`src/rtl/fp_pkg.sv`:
```
// ============================================================================
//  Module      : fp_pkg
//  Description : Shared constants and helpers for the floating-point shifter.
//  Revision    : 1.0  initial release
// ============================================================================
`default_nettype none

package fp_pkg;

    // Shift direction encoding on the dir port
    localparam logic SHIFT_LEFT  = 1'b0;
    localparam logic SHIFT_RIGHT = 1'b1;

    // Number of register stages for a shifter of 'levels' levels with a
    // register after every 'reg_every' levels: ceil(levels / reg_every).
    // When reg_every is a power of two this reduces to a shift by its log2.
    function automatic int calc_stages(input int levels, input int reg_every);
        if ((reg_every & (reg_every - 1)) == 0)
            return (levels + reg_every - 1) >> $clog2(reg_every);
        return (levels + reg_every - 1) / reg_every;
    endfunction

endpackage : fp_pkg

`default_nettype wire

```
`src/rtl/fp_shift_level.sv`:
```
// ============================================================================
//  Module      : fp_shift_level
//  Description : One combinational level of the log shifter. Shifts by a
//                fixed AMOUNT when enabled and reports the OR of the bits
//                pushed out of the word.
//  Revision    : 1.0  initial release
// ============================================================================
`default_nettype none

module fp_shift_level
    import fp_pkg::*;
#(
    parameter int DATAWIDTH = 23,
    parameter int AMOUNT    = 1
) (
    input  logic [DATAWIDTH-1:0] value,
    input  logic                 enable,
    input  logic                 dir,
    input  logic                 fill,
    output logic [DATAWIDTH-1:0] shifted,
    output logic                 lost
);

    generate
        if (AMOUNT >= DATAWIDTH) begin : g_saturate
            // Whole word leaves: result is all fill bits, every bit is lost
            always_comb begin
                shifted = value;
                lost    = 1'b0;
                if (enable) begin
                    shifted = (dir == SHIFT_RIGHT) ? {DATAWIDTH{fill}} : '0;
                    lost    = |value;
                end
            end
        end else begin : g_partial
            localparam logic [DATAWIDTH-1:0] c_ones      = '1;
            // Bits that leave through the bottom on a right shift
            localparam logic [DATAWIDTH-1:0] c_low_mask  = ~(c_ones << AMOUNT);
            // Bits that leave through the top on a left shift; also the
            // vacated positions that take the fill on a right shift
            localparam logic [DATAWIDTH-1:0] c_high_mask = ~(c_ones >> AMOUNT);

            // Fixed-distance shift plus lost-bit detection
            always_comb begin
                shifted = value;
                lost    = 1'b0;
                if (enable) begin
                    if (dir == SHIFT_RIGHT) begin
                        shifted = (value >> AMOUNT) | (fill ? c_high_mask : '0);
                        lost    = |(value & c_low_mask);
                    end else begin
                        shifted = value << AMOUNT;
                        lost    = |(value & c_high_mask);
                    end
                end
            end
        end
    endgenerate

endmodule : fp_shift_level

`default_nettype wire

```
`src/rtl/fp_shift_pipe.sv`:
```
// ============================================================================
//  Module      : fp_shift_pipe
//  Description : Pipelined bidirectional barrel shifter with arithmetic mode,
//                sticky/overflow flag, tag passthrough and valid/ready flow
//                control. Levels are applied LSB-first; a register stage
//                follows every REG_EVERY levels, the last one drives outputs.
//  Revision    : 1.0  initial release
// ============================================================================
`default_nettype none

module fp_shift_pipe
    import fp_pkg::*;
#(
    parameter int DATAWIDTH  = 23,
    parameter int SHIFTWIDTH = 8,
    parameter int REG_EVERY  = 2,
    parameter int TAGWIDTH   = 4
) (
    input  logic                  clk,
    input  logic                  rst,
    input  logic                  in_valid,
    output logic                  in_ready,
    input  logic [DATAWIDTH-1:0]  val,
    input  logic [SHIFTWIDTH-1:0] count,
    input  logic                  dir,
    input  logic                  arith,
    input  logic [TAGWIDTH-1:0]   tag,
    output logic                  out_valid,
    input  logic                  out_ready,
    output logic [DATAWIDTH-1:0]  val_o,
    output logic                  sticky_o,
    output logic                  ovf_o,
    output logic [TAGWIDTH-1:0]   tag_o
);

    localparam int P = calc_stages(SHIFTWIDTH, REG_EVERY);

    // Stage registers
    logic                  r_vld   [P];
    logic [DATAWIDTH-1:0]  r_val   [P];
    logic [SHIFTWIDTH-1:0] r_cnt   [P];
    logic                  r_dir   [P];
    logic                  r_arith [P];
    logic                  r_sign  [P];
    logic                  r_flag  [P];
    logic [TAGWIDTH-1:0]   r_tag   [P];

    // What feeds each stage: the input ports for stage 0, else the stage before
    logic                  w_src_vld   [P];
    logic [DATAWIDTH-1:0]  w_src_val   [P];
    logic [SHIFTWIDTH-1:0] w_src_cnt   [P];
    logic                  w_src_dir   [P];
    logic                  w_src_arith [P];
    logic                  w_src_sign  [P];
    logic                  w_src_flag  [P];
    logic [TAGWIDTH-1:0]   w_src_tag   [P];
    logic                  w_adv       [P];

    // Per-level datapath chain
    logic [DATAWIDTH-1:0]  w_lvi  [SHIFTWIDTH];
    logic [DATAWIDTH-1:0]  w_lvo  [SHIFTWIDTH];
    logic                  w_lfi  [SHIFTWIDTH];
    logic                  w_lfo  [SHIFTWIDTH];
    logic                  w_lost [SHIFTWIDTH];

    genvar s, k;

    generate
        for (s = 0; s < P; s++) begin : g_src
            if (s == 0) begin : g_from_input
                assign w_src_vld[s]   = in_valid;
                assign w_src_val[s]   = val;
                assign w_src_cnt[s]   = count;
                assign w_src_dir[s]   = dir;
                assign w_src_arith[s] = arith;
                assign w_src_sign[s]  = val[DATAWIDTH-1];
                assign w_src_flag[s]  = 1'b0;
                assign w_src_tag[s]   = tag;
            end else begin : g_from_stage
                assign w_src_vld[s]   = r_vld[s-1];
                assign w_src_val[s]   = r_val[s-1];
                assign w_src_cnt[s]   = r_cnt[s-1];
                assign w_src_dir[s]   = r_dir[s-1];
                assign w_src_arith[s] = r_arith[s-1];
                assign w_src_sign[s]  = r_sign[s-1];
                assign w_src_flag[s]  = r_flag[s-1];
                assign w_src_tag[s]   = r_tag[s-1];
            end

            // Ready ripples back from the output so a full pipe still moves
            // every cycle the consumer takes a result
            if (s == P - 1) begin : g_adv_out
                assign w_adv[s] = !r_vld[s] || out_ready;
            end else begin : g_adv_mid
                assign w_adv[s] = !r_vld[s] || w_adv[s+1];
            end
        end

        for (k = 0; k < SHIFTWIDTH; k++) begin : g_level
            localparam int S = k / REG_EVERY;

            if (k % REG_EVERY == 0) begin : g_head
                assign w_lvi[k] = w_src_val[S];
                assign w_lfi[k] = w_src_flag[S];
            end else begin : g_chain
                assign w_lvi[k] = w_lvo[k-1];
                assign w_lfi[k] = w_lfo[k-1];
            end

            fp_shift_level #(
                .DATAWIDTH (DATAWIDTH),
                .AMOUNT    (1 << k)
            ) u_level (
                .value   (w_lvi[k]),
                .enable  (w_src_cnt[S][k]),
                .dir     (w_src_dir[S]),
                .fill    (w_src_arith[S] & w_src_sign[S]),
                .shifted (w_lvo[k]),
                .lost    (w_lost[k])
            );

            // One running flag serves as sticky or overflow depending on dir
            assign w_lfo[k] = w_lfi[k] | w_lost[k];
        end

        for (s = 0; s < P; s++) begin : g_stage
            localparam int LAST = (((s + 1) * REG_EVERY < SHIFTWIDTH) ?
                                   (s + 1) * REG_EVERY : SHIFTWIDTH) - 1;

            // Capture this stage's levels; payload only moves with a valid op
            // so a stalled or drained output keeps its last result
            always_ff @(posedge clk or posedge rst) begin
                if (rst) begin
                    r_vld[s]   <= 1'b0;
                    r_val[s]   <= '0;
                    r_cnt[s]   <= '0;
                    r_dir[s]   <= 1'b0;
                    r_arith[s] <= 1'b0;
                    r_sign[s]  <= 1'b0;
                    r_flag[s]  <= 1'b0;
                    r_tag[s]   <= '0;
                end else if (w_adv[s]) begin
                    r_vld[s] <= w_src_vld[s];
                    if (w_src_vld[s]) begin
                        r_val[s]   <= w_lvo[LAST];
                        r_cnt[s]   <= w_src_cnt[s];
                        r_dir[s]   <= w_src_dir[s];
                        r_arith[s] <= w_src_arith[s];
                        r_sign[s]  <= w_src_sign[s];
                        r_flag[s]  <= w_lfo[LAST];
                        r_tag[s]   <= w_src_tag[s];
                    end
                end
            end
        end
    endgenerate

    assign in_ready  = w_adv[0];
    assign out_valid = r_vld[P-1];
    assign val_o     = r_val[P-1];
    assign tag_o     = r_tag[P-1];
    assign sticky_o  = r_flag[P-1] & (r_dir[P-1] == SHIFT_RIGHT);
    assign ovf_o     = r_flag[P-1] & (r_dir[P-1] == SHIFT_LEFT);

    // Control fields of the output stage have no consumer downstream
    logic w_unused;
    assign w_unused = ^{r_cnt[P-1], r_arith[P-1], r_sign[P-1]};

endmodule : fp_shift_pipe

`default_nettype wire

```
`config.mk`:
```
export PLATFORM = sky130hd
export DESIGN_NAME = fp_shift_pipe
export DESIGN_NICKNAME = d
export VERILOG_FILES = /design/src/rtl/fp_pkg.sv /design/src/rtl/fp_shift_level.sv /design/src/rtl/fp_shift_pipe.sv
export SDC_FILE = /design/constraint.sdc
export NUM_CORES = 1
export LEC_CHECK = 0
export CAP_MARGIN = 10
export CORE_ASPECT_RATIO = 0.8
export CORE_MARGIN = 5
export CORE_UTILIZATION = 52
export DETAILED_ROUTE_END_ITERATION = 12
export HOLD_SLACK_MARGIN = 0.08
export PLACE_DENSITY = 0.73
export REMOVE_ABC_BUFFERS = 1
export SYNTH_ARGS = -nofsm -noshare
export SYNTH_HDL_FRONTEND = slang
export SYNTH_SLANG_ARGS = --single-unit
```
`constraint.sdc`:
```
create_clock -name clk -period 9.41 [get_ports clk]
set_input_delay 1.882 -clock clk [delete_from_list [all_inputs] [get_ports clk]]
set_output_delay 1.882 -clock clk [all_outputs]
set_load 0.02 [all_outputs]
```
Word-level counts from Yosys, hierarchy flattened
Cells that the tools add are included.
Storage, ports and cells
  input bits: 41
  word-level logic and storage cells: 104
  output and inout bits: 31
  register bits: 150
Cells by class
  reductions and logical operators: 23
  bitwise logic cells: 19
  muxes and demuxes: 33
Operator list (number)
  $mux W23: 20
  $reduce_or A23 Y1: 3
  $reduce_or A16 Y1: 2
  $or A15 B23 Y23: 1
  $or A19 B23 Y23: 1
  $or A21 B23 Y23: 1
  $or A22 B23 Y23: 1
  $or A7 B23 Y23: 1
  $reduce_or A8 Y1: 2
  $mux W1: 13
  $reduce_and A2 Y1: 4
  $reduce_or A4 Y1: 2
  $or A1 B1 Y1: 7
  $and A1 B1 Y1: 6
  $logic_not A1 Y1: 4
  $logic_or A1 B1 Y1: 4
  $reduce_or A2 Y1: 2
  $not A1 Y1: 1

Depth between registers and ports, before layout
  word-level depth: 9
  mapped depth: 8
  mapped depth without buffers: 5

Hierarchy
From an unflattened synthesis, not the netlist that was laid out.
Unflattened totals
  cells, all modules: 926
  area total of the unflattened synthesis: 8800.9 µm²
Modules (own cells, without submodules)
  fp_shift_pipe: area each 5512.8 µm², times used 1, cells each 338, seq. area each 3453.3 µm²
  fp_shift_level at g_level[5].u_level ...: area each 297.8 µm², times used 3, cells each 60, seq. area each 0.0 µm²
  fp_shift_level at g_level[2].u_level: area each 523.0 µm², times used 1, cells each 82, seq. area each 0.0 µm²
  fp_shift_level at g_level[0].u_level: area each 518.0 µm², times used 1, cells each 79, seq. area each 0.0 µm²
  fp_shift_level at g_level[1].u_level: area each 516.7 µm², times used 1, cells each 80, seq. area each 0.0 µm²
  fp_shift_level at g_level[3].u_level: area each 466.7 µm², times used 1, cells each 87, seq. area each 0.0 µm²
  fp_shift_level at g_level[4].u_level: area each 370.4 µm², times used 1, cells each 80, seq. area each 0.0 µm²

Worst setup path before layout
No wires, ideal clock.
  kind: in2out
  start point: in out_ready
  end point: out in_ready
  stages: 2
  buffers on the path: 0
  data required time: 7.528 ns
  arrival time: 2.514 ns
  slack: 5.014 ns
  cells stage by stage: nand4b_1 -> or2_2
On the way
  cells in the longest elaborated chain, start to end: 4
Ends and longest elaborated chain
  start: declaration: RTL line fp_shift_pipe.sv:29  | input logic out_ready,
  $logic_or A1 B1 Y1: RTL line fp_shift_pipe.sv:93  | assign w_adv[s] = !r_vld[s] || out_ready;
  $logic_or A1 B1 Y1 (3 in series): RTL line fp_shift_pipe.sv:95  | assign w_adv[s] = !r_vld[s] || w_adv[s+1];
  end: declaration: RTL line fp_shift_pipe.sv:22  | output logic in_ready,
No other way between the ends.

Worst setup path in the final report
Ends and elaborated chain as after synthesis.

==> out/results.tsv <==
stage	metric	value	unit
global_routing	grt_pass1_vias	5819	
worst_setup_path	cp.required	7.53	ns
detailed_routing	drc	0	
clock_tree	clock_path_buffers	2	
pwr	leakage	0.00374	uW
clock_tree	cts_resized	0	
global_routing	antenna_found_initial	0	
placement	io_buffers	71	
floorplan	start_util	53.1	%
finish	layout-drive-gt1-share	12.4	%
logic_synthesis	synth_edf_count	0	
timing	relSlewSlack	23.5	%
detailed_routing	routed_wl	18300	um
worst_setup_path	cp-endpoint	in_ready	
floorplan	rows	39	
detailed_routing	vias	6285	
finish	final_nets	899	
detailed_routing	drt_first_iter_violations	617	
logic_synthesis	synthFlopType	dfrtp_1	
timing	fin_setup_tns	0	ns
pwr	power.total	2290	uW
logic_synthesis	ys_types	50	
logic_synthesis	yosysMostFrequentCell	dfrtp_1	
min_path	hold_path.class	flop to flop	
floorplan	fp.coreArea	14300	um2
clock_tree	insertion_delay	0.42	ns
worst_setup_path	reg2reg_depth	4	
clock_tree	cts.sink_count	138	
worst_setup_path	startpoint	out_ready	
pwr	power.density	258	nW/um2
finish	final_area	8860	um2
timing	finClkSkew	0.0107	ns
detailed_routing	vias_per_cell	5.96	
clock_tree	cts_root_buffer	clkbuf_16	
placement	hpwl	13200	um
global_routing	grt-ovfl-total	0	
finish	utilization	61.7	%
worst_setup_path	path_max_fanout	6	
min_path	hold_depth	1	
detailed_routing	avgRoutedWirePerCell	17.3	um
worst_setup_path	startpoint_type	input port	
placement	dp.cells	1023	
logic_synthesis	synth-async-reset-ratio	100	%
logic_synthesis	synthTopCellsByArea	dfrtp_1 (45%), mux2_2 (8.0%), mux2i_1 (7.1%)	
timing	setup_viol_count_final	0	
global_routing	grt_pass1_wl	30700	um
detailed_routing	drtAntennaViolNets	0	
min_path	worstHoldStart	r_cnt[30]	
logic_synthesis	ys_ff_latch	138	
worst_setup_path	regToRegSetupSlack	7.07	ns
logic_synthesis	ys_warn_count	0	
finish	diodes	0	
floorplan	die_width	145	um
timing	finalHoldViolations	0	
logic_synthesis	ys_seq_area_share	45.3	%
timing	tightestPinTransition	1.15	ns
timing	slew_viol_final	0	
clock_tree	cts_tree	yes	
logic_synthesis	yosysTopAreaCell	dfrtp_1	
global_routing	grtUsageTotal	21.5	%
logic_synthesis	synth.top_cell.area_share	45.3	%
run	cap_violations	0	
timing	period_share	57.7	%
logic_synthesis	synth_top_cells_by_count	dfrtp_1 (138), a21oi_1 (99), nand2_1 (90)	
floorplan	die_area	17200	um2
logic_synthesis	synth_area	7620	um2
clock_tree	cts_buffers	17	
timing	period_minus_slack	5.43	ns
timing	rsz0062_at_grt	false	
finish	areaGrowthSynthToFinish	16.2	%
outcome	outcome	completed	
finish	final_cells	1055	
worst_setup_path	worstPathArrival	3.55	ns
worst_setup_path	r2r_start	r_vld[2]	
logic_synthesis	postSynthAreaPerCell	9.20	um2
clock_tree	path_clk_slew	0.06	ns
global_routing	grt_max_degree	77	
placement	gp_congestion	0.881	
floorplan	die_h	118	um
logic_synthesis	syn_inst	828	
worst_setup_path	crit_path_end_kind	output pin	
clock_tree	htreeDepth	4	
worst_setup_path	path_class	input port to output pin	
placement	dpl_cell_area	8320	um2
pwr	ir_drop	176	uV
floorplan	pin_count	72	
timing	max_freq	0.184	GHz
detailed_routing	first_pass_iters	6	
clock_tree	ctsHoldBuffers	0	
clock_tree	postCtsSetupBuffers	0	
worst_setup_path	r2r-end	r_tag[13]	
-- cell families (layout without fill, tap and decap cells) --
kind of cell | count (synthesis) | after routing | share of synthesized area [%]
buffers and inverters | 80 | 123 | 4.60
AO/OA/AOI/OAI | 263 | 263 | 20.6
multiplexers | 110 | 110 | 15.5
flip-flops | 138 | 138 | 45.3
AND/OR/NAND/NOR | 237 | 237 | 14.0
-- stage by stage --
step                      hold slack [ns]  worst slack, ns
after global placement              0.480             4.02
after global routing                0.519             3.92
after floorplan                     0.450             3.83
final                               0.501             3.98
after CTS                           0.504             4.00
after detailed placement            0.490             4.01
-- metal layers --
layer	track usage, %	share of wire, %
met2	30.0	43
met4	4.37	0.75
met5	0	0
met3	3.98	5.6
met1	34.8	50
-- placed cells by master (no fill, tap or decap), drive strengths merged, types with 2 or more instances in the layout --
cell type,Yosys,routed
o211ai,8,8
and2,6,6
a21o,7,7
a41o,3,3
inv,8,11
and3,4,4
a211oi,18,18
clkdlybuf4s50,0,69
a22oi,4,4
a21boi,2,2
nand2,90,90
o21ai,73,73
nor3b,5,5
dfrtp,138,138
nand4b,2,2
nor2b,4,4
buf,33,12
a22o,4,4
o21bai,3,3
nand2b,16,16
mux2i,54,54
a21oi,99,99
clkbuf,37,19
a221oi,5,5
nor4,13,13
o22ai,5,5
nor3,6,6
clkinv,2,9
o31ai,7,7
o22a,3,3
nand4,2,2
or2,3,3
a31oi,13,13
clkinvlp,0,3
nand3,6,6
mux2,55,55
nor2,78,78
a211o,2,2
-- power breakdown --
part           switching, uW  leakage, uW  total [uW]  internal [uW]
registers                178      0.00168         950            771
clock network            259     0.000260         604            345
logic                    398      0.00180         732            334
-- worst min-delay path by stage --
stage	end	slack, ns
floorplan	r_flag[3]	0.45
global placement	r_flag[3]	0.48
detailed placement	r_tag[14]	0.49
CTS	r_tag[14]	0.50
global route	r_flag[3]	0.52
finish	r_cnt[30]	0.50
-- layout make-up --
type / count / area, um2
Fill cell: 1220 / 5490
Multi-Input combinational cell: 610 / 3820
Sequential cell: 138 / 3450
Timing Repair Buffer: 81 / 776
Clock buffer: 19 / 443
Tap cell: 184 / 230
Clock inverter: 13 / 95.1
Inverter: 10 / 40.0
-- sequential cells by signal, summed over array words and instances, names as in the netlist --
signal,count
tag_o,4
r_cnt,12
r_arith,3
r_sign,3
val_o,23
out_valid,1
r_vld,3
r_dir,4
r_flag,4
r_val,69
r_tag,12
-- critical path: stages --
cell and delay [ns]:
clkdlybuf4s50_1 0.44, nand4b_1 0.30, or2_2 0.38, clkdlybuf4s50_1 0.55
Power figures use the tool's default switching activity.
